### config.mk
export PLATFORM = sky130hd
export DESIGN_NAME = encoder_frame_tx
export DESIGN_NICKNAME = d
export VERILOG_FILES = /design/src/rtl/encoder_frame_tx.sv
export SDC_FILE = /design/constraint.sdc
export NUM_CORES = 1
export LEC_CHECK = 0
export BUFFER_PORTS_ARGS = -buffer_cell sky130_fd_sc_hd__buf_4
export CAP_MARGIN = 20
export CORE_MARGIN = 2
export CORE_UTILIZATION = 61
export CTS_CLUSTER_DIAMETER = 60
export CTS_CLUSTER_SIZE = 40
export DETAILED_ROUTE_END_ITERATION = 12
export GPL_TIMING_DRIVEN = 0
export HOLD_SLACK_MARGIN = 0.06
export PLACE_DENSITY = 0.83
export SYNTH_ARGS = -nofsm -noshare
export SYNTH_HDL_FRONTEND = slang
export SYNTH_SLANG_ARGS = --single-unit
### constraint.sdc
create_clock -name clk_dp -period 7.5 [get_ports clk_dp]
set_clock_uncertainty 0.15 [all_clocks]
set_input_delay 1.5 -clock clk_dp [delete_from_list [all_inputs] [get_ports clk_dp]]
set_output_delay 1.5 -clock clk_dp [all_outputs]
set_load 0.01 [all_outputs]
### src/rtl/encoder_frame_tx.sv
// encoder_frame_tx
// Transmit-side frame packer in the clk_dp domain. Drains 64-bit words from an
// upstream standard-read FIFO in frames of FRAME_WORDS words. It passes them through a
// 2-entry skid buffer and writes them to the downstream FIFO under full-flag backpressure.
// An idle gap of GAP_CYCLES cycles follows each frame.
//
// Build option: define ENC_LANE_REORDER_EN to apply the byte-lane reorder that the
// decoder output path undoes. Output byte b takes input byte b^4 with its bits reversed.
// When the macro is undefined, words pass through unchanged.
//
// Ports:
//   clk_dp      clock
//   rst         synchronous active-high reset
//   en          level enable, sampled only while idle
//   src_empty   upstream FIFO empty
//   src_rden    upstream read strobe (data returns the next cycle)
//   src_dout    upstream read data
//   dst_full    downstream FIFO full
//   dst_wren    downstream write strobe (registered)
//   dst_din     downstream write data (registered, holds when no write)
//   busy        high whenever not idle
//   frame_done  one-cycle pulse with the last write of a frame
//   frame_cnt   completed-frame counter, wraps at 16 bits
module encoder_frame_tx #(
  parameter int unsigned FRAME_WORDS = 260,
  parameter int unsigned GAP_CYCLES  = 16
) (
  input  logic        clk_dp,
  input  logic        rst,
  input  logic        en,
  input  logic        src_empty,
  output logic        src_rden,
  input  logic [63:0] src_dout,
  input  logic        dst_full,
  output logic        dst_wren,
  output logic [63:0] dst_din,
  output logic        busy,
  output logic        frame_done,
  output logic [15:0] frame_cnt
);

  localparam logic [10:0] FrameLen  = 11'(FRAME_WORDS);
  localparam logic [10:0] FrameLast = 11'(FRAME_WORDS - 1);
  localparam int unsigned GapW = (GAP_CYCLES > 1) ? $clog2(GAP_CYCLES) : 1;
  localparam logic [GapW-1:0] GapLast = GapW'((GAP_CYCLES == 0) ? 0 : GAP_CYCLES - 1);

  typedef enum logic [1:0] {StIdle, StBurst, StDrain, StGap} state_e;

  state_e          state_q;
  logic [10:0]     rd_cnt_q, wr_cnt_q;
  logic [GapW-1:0] gap_cnt_q;
  logic            inflight_q;
  logic [63:0]     skid0_q, skid1_q;
  logic [1:0]      skid_cnt_q;
  logic            dst_wren_q, busy_q, frame_done_q;
  logic [63:0]     dst_din_q;
  logic [15:0]     frame_cnt_q;

  logic        have_word, pop, pop_skid, push, push_slot, last_wr;
  logic [63:0] head;

  function automatic logic [63:0] lane_map(input logic [63:0] w);
    logic [63:0] r;
`ifdef ENC_LANE_REORDER_EN
    for (int b = 0; b < 8; b++) begin
      for (int j = 0; j < 8; j++) begin
        r[8*b+j] = w[8*(b^4)+7-j];
      end
    end
`else
    r = w;
`endif
    return r;
  endfunction

  // At most one read is outstanding, and a read is issued only when the skid has room
  // for it, so the returning word can always be accepted.
  assign src_rden = (state_q == StBurst) && !src_empty && (rd_cnt_q < FrameLen) &&
                    ((skid_cnt_q + {1'b0, inflight_q}) < 2'd2);

  // An empty skid lets the returning word bypass straight to the output register.
  // This bypass is what gives the two-cycle read-to-write latency.
  assign have_word = (skid_cnt_q != 2'd0) || inflight_q;
  assign pop       = have_word && !dst_full;
  assign pop_skid  = pop && (skid_cnt_q != 2'd0);
  assign head      = (skid_cnt_q != 2'd0) ? skid0_q : src_dout;
  assign push      = inflight_q && !(pop && (skid_cnt_q == 2'd0));
  assign push_slot = (skid_cnt_q == 2'd1) && !pop_skid;
  assign last_wr   = pop && (wr_cnt_q == FrameLast);

  always_ff @(posedge clk_dp) begin
    if (rst) begin
      state_q      <= StIdle;
      rd_cnt_q     <= '0;
      wr_cnt_q     <= '0;
      gap_cnt_q    <= '0;
      inflight_q   <= 1'b0;
      skid0_q      <= '0;
      skid1_q      <= '0;
      skid_cnt_q   <= '0;
      dst_wren_q   <= 1'b0;
      dst_din_q    <= '0;
      busy_q       <= 1'b0;
      frame_done_q <= 1'b0;
      frame_cnt_q  <= '0;
    end else begin
      inflight_q <= src_rden;

      if (pop_skid) skid0_q <= skid1_q;
      if (push) begin
        if (push_slot) skid1_q <= src_dout;
        else           skid0_q <= src_dout;
      end
      skid_cnt_q <= skid_cnt_q + {1'b0, push} - {1'b0, pop_skid};

      dst_wren_q <= pop;
      if (pop) begin
        dst_din_q <= lane_map(head);
        wr_cnt_q  <= wr_cnt_q + 11'd1;
      end
      frame_done_q <= last_wr;
      if (last_wr) frame_cnt_q <= frame_cnt_q + 16'd1;
      if (src_rden) rd_cnt_q <= rd_cnt_q + 11'd1;

      unique case (state_q)
        StIdle: begin
          if (en && !src_empty) begin
            state_q  <= StBurst;
            busy_q   <= 1'b1;
            rd_cnt_q <= '0;
            wr_cnt_q <= '0;
          end
        end
        StBurst: begin
          if (src_rden && (rd_cnt_q == FrameLast)) state_q <= StDrain;
        end
        StDrain: begin
          if (last_wr) begin
            if (GAP_CYCLES == 0) begin
              state_q <= StIdle;
              busy_q  <= 1'b0;
            end else begin
              state_q   <= StGap;
              gap_cnt_q <= '0;
            end
          end
        end
        StGap: begin
          if (gap_cnt_q == GapLast) begin
            state_q <= StIdle;
            busy_q  <= 1'b0;
          end else begin
            gap_cnt_q <= gap_cnt_q + GapW'(1);
          end
        end
        default: state_q <= StIdle;
      endcase
    end
  end

  assign dst_wren   = dst_wren_q;
  assign dst_din    = dst_din_q;
  assign busy       = busy_q;
  assign frame_done = frame_done_q;
  assign frame_cnt  = frame_cnt_q;

endmodule

# ---- Yosys cells after proc, flatten, opt, wreduce, memory -nomap -nowiden
# Index checks and enable logic that the tools add are counted.
# W data, S select, Z words.
dict set report totals {
  romBits 0
  latch_bits 0
  memories 0
  in_bits 69
  regBits 242
  ram_bits 0
  output_inout_bits 84
  wordCells 80
}
dict set report op_classes {
  mux 21
  magnitude_cmp 2
  reduce_logical 25
  n_mul 0
  bitwise_logic 0
  div_mod_pow 0
  n_shift 0
  eq_ne 12
  add_sub_neg 7
}
# op count
set ops {}
lappend ops {{$mux W64} 4}
lappend ops {{$mux W11} 6}
lappend ops {{$add A11 B1 Y11 const B} 2}
lappend ops {{$eq A11 B9 Y1 const B} 2}
lappend ops {{$add A16 B1 Y16 const B} 1}
lappend ops {{$logic_and A1 B1 Y1} 11}
lappend ops {{$lt A11 B9 Y1 const B} 1}
lappend ops {{$mux W2} 4}
lappend ops {{$mux W4} 2}
lappend ops {{$ne A2 B2 Y1 const B} 4}
lappend ops {{$pmux W2 S4} 1}
lappend ops {{$pmux W4 S2} 1}
lappend ops {{$reduce_and A3 Y1} 2}
lappend ops {{$reduce_bool A2 Y1} 3}
lappend ops {{$add A2 B1 Y2} 2}
lappend ops {{$add A4 B1 Y4 const B} 1}
lappend ops {{$eq A2 B1 Y1 const B} 2}
lappend ops {{$eq A2 B2 Y1 const B} 2}
lappend ops {{$eq A4 B4 Y1 const B} 1}
lappend ops {{$logic_not A1 Y1} 4}
lappend ops {{$logic_not A2 Y1} 2}
lappend ops {{$reduce_and A4 Y1} 1}
lappend ops {{$lt A2 B2 Y1 const B} 1}
lappend ops {{$mux W1} 2}
lappend ops {{other kinds (5)} 5}

# ---- Longest topological paths before layout
dict set report depth {
  ltp_word 8
  mapped_depth 12
  ltp_nobuf 9
}

# ---- Worst setup path before layout
# Ideal clock, no wire load.
dict set report synth_path {
  path_type {input to output}
  startpoint {input src_empty}
  endpoint {output src_rden}
  n_path_buf 0
  arrival_ns 2.836
  setup_slack_ns 3.014
  required_time_ns 5.850
  cell_stages 4
  cell_sequence {or4b_4 > a2111oi_4 > nand2_1 > inv_1}
}
dict set report synth_via {
  elab_chain_cells 4
}
# item line_no
set synth_lines {}
lappend synth_lines {{start: declaration} 31} ;# input logic src_empty,
lappend synth_lines {{$logic_not A1 Y1} 78} ;# assign src_rden = (state_q == StBurst) && !src_empty && (rd_cnt_q < FrameLen) &&
lappend synth_lines {{$logic_and A1 B1 Y1 (3 in a row)} 78}
lappend synth_lines {{end: declaration} 32} ;# output logic src_rden,
# Every way passes these cells.

# ---- Final worst setup path
# Same ends and word-level chain as after synthesis.

==> run_summary.xml <==
<?xml version="1.0" encoding="UTF-8"?>
<metrics>
  <group name="outcome">
    <metric name="status" unit="">complete, no violations</metric>
  </group>
  <group name="clock_tree">
    <metric name="cts.sink_count" unit="">242</metric>
    <metric name="cts.reportedPaths.clkPinSlew" unit="ns">0.10</metric>
    <metric name="ctsHtreeMaxLevel" unit="">1</metric>
    <metric name="clockBufferDepth" unit="">3</metric>
    <metric name="cts.repair.resized" unit="">0</metric>
    <metric name="post-cts-setup-buffer-count" unit="">0</metric>
    <metric name="cts_inserted_buffers" unit="">15</metric>
    <metric name="clk_latency" unit="ns">0.50</metric>
    <metric name="master_cell_of_the_clock_root_buffer" unit="">sky130_fd_sc_hd__clkbuf_16</metric>
    <metric name="tritoncts_clock_tree" unit="">done</metric>
    <metric name="hold_buffers" unit="">0</metric>
  </group>
  <group name="detailed_routing">
    <metric name="num_vias" unit="">9253</metric>
    <metric name="remaining_drc_errors" unit="">0</metric>
    <metric name="routed_wl" unit="µm">26500</metric>
    <metric name="drt_first_iter_violations" unit="">1119</metric>
    <metric name="wl_per_cell" unit="µm">17.3</metric>
    <metric name="viasPerCell" unit="">6.06</metric>
    <metric name="detailedRoute.firstPassIterationCount" unit="">7</metric>
    <metric name="final_antenna_net_count" unit="">0</metric>
  </group>
  <group name="hold_path">
    <metric name="hold_path.class" unit="">reg2reg</metric>
  </group>
  <group name="yosys">
    <metric name="yosys-top-cells-area" unit="">sky130_fd_sc_hd__dfxtp_1 50%, sky130_fd_sc_hd__nand2_1 11%, sky130_fd_sc_hd__nor2_1 6.8%</metric>
    <metric name="ys_seq_area_frac" unit="">0.505</metric>
    <metric name="postSynthRegisterBits" unit="">242</metric>
    <metric name="post-synth-top-area-fraction" unit="">0.505</metric>
    <metric name="number_of_synthesized_flops_with_an_enable_pin" unit="">0</metric>
    <metric name="yosys.cell_count.top_type" unit="">sky130_fd_sc_hd__nand2_1</metric>
    <metric name="ys.warnings.count" unit="">0</metric>
    <metric name="synth_cell_type_count" unit="">47</metric>
    <metric name="synth_area" unit="µm²">9600</metric>
    <metric name="postSynthAreaPerCell" unit="µm²">8.42</metric>
    <metric name="synth_nets" unit="">1220</metric>
    <metric name="synth_async_sr_flop_share" unit="">0</metric>
    <metric name="synth_largest_area_cell" unit="">sky130_fd_sc_hd__dfxtp_1</metric>
    <metric name="syn_inst" unit="">1140</metric>
    <metric name="synth_commonest_cells" unit="">278 x sky130_fd_sc_hd__nand2_1, 242 x sky130_fd_sc_hd__dfxtp_1, 173 x sky130_fd_sc_hd__nor2_1</metric>
    <metric name="ys_dominant_reg_cell" unit="">sky130_fd_sc_hd__dfxtp_1</metric>
  </group>
  <group name="critical_path">
    <metric name="category_of_the_critical_setup_timing_path" unit="">in2out</metric>
    <metric name="kind_of_cell_adding_the_most_delay_to_the_critical_path" unit="">simple AND/OR/NAND/NOR gates</metric>
    <metric name="critical_path_peak_fanout" unit="">9</metric>
    <metric name="timing.critical_path.required" unit="ns">5.85</metric>
    <metric name="timing.critical_path.buf_inv" unit="">3</metric>
    <metric name="critPathSlowestCell" unit="">sky130_fd_sc_hd__a2111oi_4</metric>
    <metric name="max_stage_delay_on_crit_path" unit="ns">0.61</metric>
    <metric name="worstPathArrival" unit="ns">3.23</metric>
    <metric name="worst_setup_path_start_kind" unit="">input pin</metric>
    <metric name="worstSetupEndpointType" unit="">output port</metric>
    <metric name="cpMostUsedCell" unit="">sky130_fd_sc_hd__buf_4</metric>
    <metric name="cp_cell_sequence" unit="">buf_4, or4b_4, a2111oi_4, nand2_1, inv_1, buf_4</metric>
  </group>
  <group name="global_route">
    <metric name="grt_overflow" unit="">0</metric>
    <metric name="first_pass_grt_wire_length" unit="µm">42900</metric>
    <metric name="globalRouteTotalUtil" unit="">0.313</metric>
    <metric name="vias_in_the_first_global_route" unit="">8591</metric>
    <metric name="grt_start_max_net_pins" unit="">30</metric>
    <metric name="grt_antenna_before_repair" unit="">0</metric>
  </group>
  <group name="floorplanning">
    <metric name="floorplan.die.height" unit="µm">129</metric>
    <metric name="core" unit="µm²">15300</metric>
    <metric name="floorplan.io_pins" unit="">153</metric>
    <metric name="start_util" unit="">0.627</metric>
    <metric name="die-width" unit="µm">129</metric>
    <metric name="design.die.area" unit="µm²">16800</metric>
    <metric name="row_count" unit="">45</metric>
  </group>
  <group name="sta">
    <metric name="tightest_slew" unit="ns">0.650</metric>
    <metric name="slew_viol_final" unit="">0</metric>
    <metric name="upper_clock_frequency_limit" unit="GHz">0.205</metric>
    <metric name="number_of_failing_setup_endpoints_in_the_final_timing_report" unit="">0</metric>
    <metric name="finalHoldViolations" unit="">0</metric>
    <metric name="slew_headroom" unit="">0.567</metric>
    <metric name="timing.final.crit_period" unit="ns">4.88</metric>
    <metric name="post-route-period-util" unit="">0.651</metric>
    <metric name="totalNegativeSetupSlack" unit="ns">0</metric>
    <metric name="rsz0062_at_grt" unit="">false</metric>
  </group>
  <group name="power_and_ir_drop">
    <metric name="p_leak" unit="µW">0.00421</metric>
    <metric name="power.density" unit="nW/µm²">257</metric>
    <metric name="total_power" unit="µW">2950</metric>
    <metric name="vdd_ir_drop_max" unit="µV">207</metric>
  </group>
  <group name="cells_and_area">
    <metric name="nets" unit="">1389</metric>
    <metric name="area_growth" unit="%">19.6</metric>
    <metric name="seq_area" unit="µm²">4840</metric>
    <metric name="antennaDiodeCount" unit="">0</metric>
    <metric name="drive_gt1_frac" unit="">0.139</metric>
    <metric name="fillers" unit="">1219</metric>
    <metric name="multiInputGateArea" unit="µm²">4360</metric>
  </group>
  <group name="placement">
    <metric name="routabilityCongestion" unit="">0.844</metric>
    <metric name="port_buffers" unit="">152</metric>
    <metric name="hpwl" unit="µm">18100</metric>
  </group>
  <group name="run">
    <metric name="max_cap_viol_count" unit="">0</metric>
  </group>
</metrics>
-- metrics by stage --
step | hold slack, ns | instances | instance area [µm²] | worst slack (ns) | utilization
2_1_floorplan | 0.287 | 1140 | 9600 | 3.01 | -
3_3_place_gp | 0.292 | 1503 | 11000 | 2.66 | 0.719
3_5_place_dp | 0.297 | 1503 | 11000 | 2.61 | 0.719
4_1_cts | 0.310 | 1528 | 11500 | 2.61 | 0.750
5_1_grt | 0.322 | 1528 | 11500 | 2.55 | 0.750
6_report | 0.310 | 1528 | 11500 | 2.62 | 0.750
-- per-layer routing --
| metal | wire (µm) | track usage |
|---|---|---|
| met3 | 2230 | 0.0508 |
| met5 | 0 | 0 |
| met1 | 11400 | 0.438 |
| met2 | 12400 | 0.514 |
| met4 | 459 | 0.0746 |
-- flip-flops by register name, indices dropped and copies added, names as in the netlist --
signal	flops
state_q	2
dst_wren	1
busy	1
frame_cnt	16
wr_cnt_q	11
skid_cnt_q	2
skid0_q	64
frame_done	1
skid1_q	64
gap_cnt_q	4
rd_cnt_q	11
inflight_q	1
dst_din	64
-- worst paths after layout --
check / start / end / slack (ns) / cells after the start
setup / recovery: src_empty / src_rden / 2.62 / 6
hold / removal: skid1_q[38]$_SDFFE_PP0P_ / skid1_q[38]$_SDFFE_PP0P_ / 0.31 / 2
setup reg to reg: skid_cnt_q[1]$_SDFF_PP0_ / skid_cnt_q[1]$_SDFF_PP0_ / 4.26 / 11
hold reg to reg: skid1_q[38]$_SDFFE_PP0P_ / skid1_q[38]$_SDFFE_PP0P_ / 0.31 / 2
-- worst reg2reg max path, stage by stage (launching register included) --
cell,delay (ns)
sky130_fd_sc_hd__dfxtp_1,0.31
sky130_fd_sc_hd__buf_2,0.17
sky130_fd_sc_hd__nor4b_1,0.48
sky130_fd_sc_hd__clkbuf_1,0.54
sky130_fd_sc_hd__clkbuf_1,0.49
sky130_fd_sc_hd__nand2b_1,0.18
sky130_fd_sc_hd__ha_1,0.22
sky130_fd_sc_hd__inv_1,0.06
sky130_fd_sc_hd__ha_1,0.14
sky130_fd_sc_hd__xor2_1,0.19
sky130_fd_sc_hd__xnor2_1,0.15
sky130_fd_sc_hd__nor2_1,0.05
-- layout by cell type (no fill, tap or decap), types with 3 or more instances in the layout --
cell                          n
sky130_fd_sc_hd__and3_1      10
sky130_fd_sc_hd__nor4_1       5
sky130_fd_sc_hd__a311oi_1    65
sky130_fd_sc_hd__inv_1       11
sky130_fd_sc_hd__buf_1       10
sky130_fd_sc_hd__nor3_1       7
sky130_fd_sc_hd__nor2_1     173
sky130_fd_sc_hd__inv_8        4
sky130_fd_sc_hd__nor4b_1      3
sky130_fd_sc_hd__a222oi_1    64
sky130_fd_sc_hd__xnor2_1     13
sky130_fd_sc_hd__nand2b_1     3
sky130_fd_sc_hd__nand2_1    278
sky130_fd_sc_hd__nand4_1      9
sky130_fd_sc_hd__and4_1       5
sky130_fd_sc_hd__xor2_1      21
sky130_fd_sc_hd__nand3_1     18
sky130_fd_sc_hd__clkbuf_1    82
sky130_fd_sc_hd__or3_1        3
sky130_fd_sc_hd__buf_4      152
sky130_fd_sc_hd__o21ai_0      5
sky130_fd_sc_hd__clkbuf_16   15
sky130_fd_sc_hd__ha_1        11
sky130_fd_sc_hd__dfxtp_1    242
sky130_fd_sc_hd__a21oi_1     69
sky130_fd_sc_hd__mux2i_1      3
-- power by group --
part           total [µW]  switching, µW  internal (µW)
Sequential           1410           50.0           1360
Combinational         661            458            203
Clock                 875            475            399
-- cell type report --
class,instances,share of cell area
tap,211,0.0230
sequential,242,0.422
timing repair buffer,152,0.0993
clock inverter,9,0.00784
multi-input combinational,793,0.380
buffer,94,0.0309
inverter,11,0.00359
clock buffer,16,0.0339
-- cells by family (layout without fill, tap and decap cells) --
kind of cell,Yosys count,after routing,share of synthesized area
adder cells (fa/ha/maj),11,11,0.0143
AND/OR/NAND/NOR,527,527,0.227
AO/OA/AOI/OAI,218,218,0.179
XOR/XNOR,34,34,0.0310
flip-flops,242,242,0.505
multiplexers,3,3,0.00313
buffers and inverters,105,282,0.0413
Note: power is estimated with default switching activity, not from simulation.
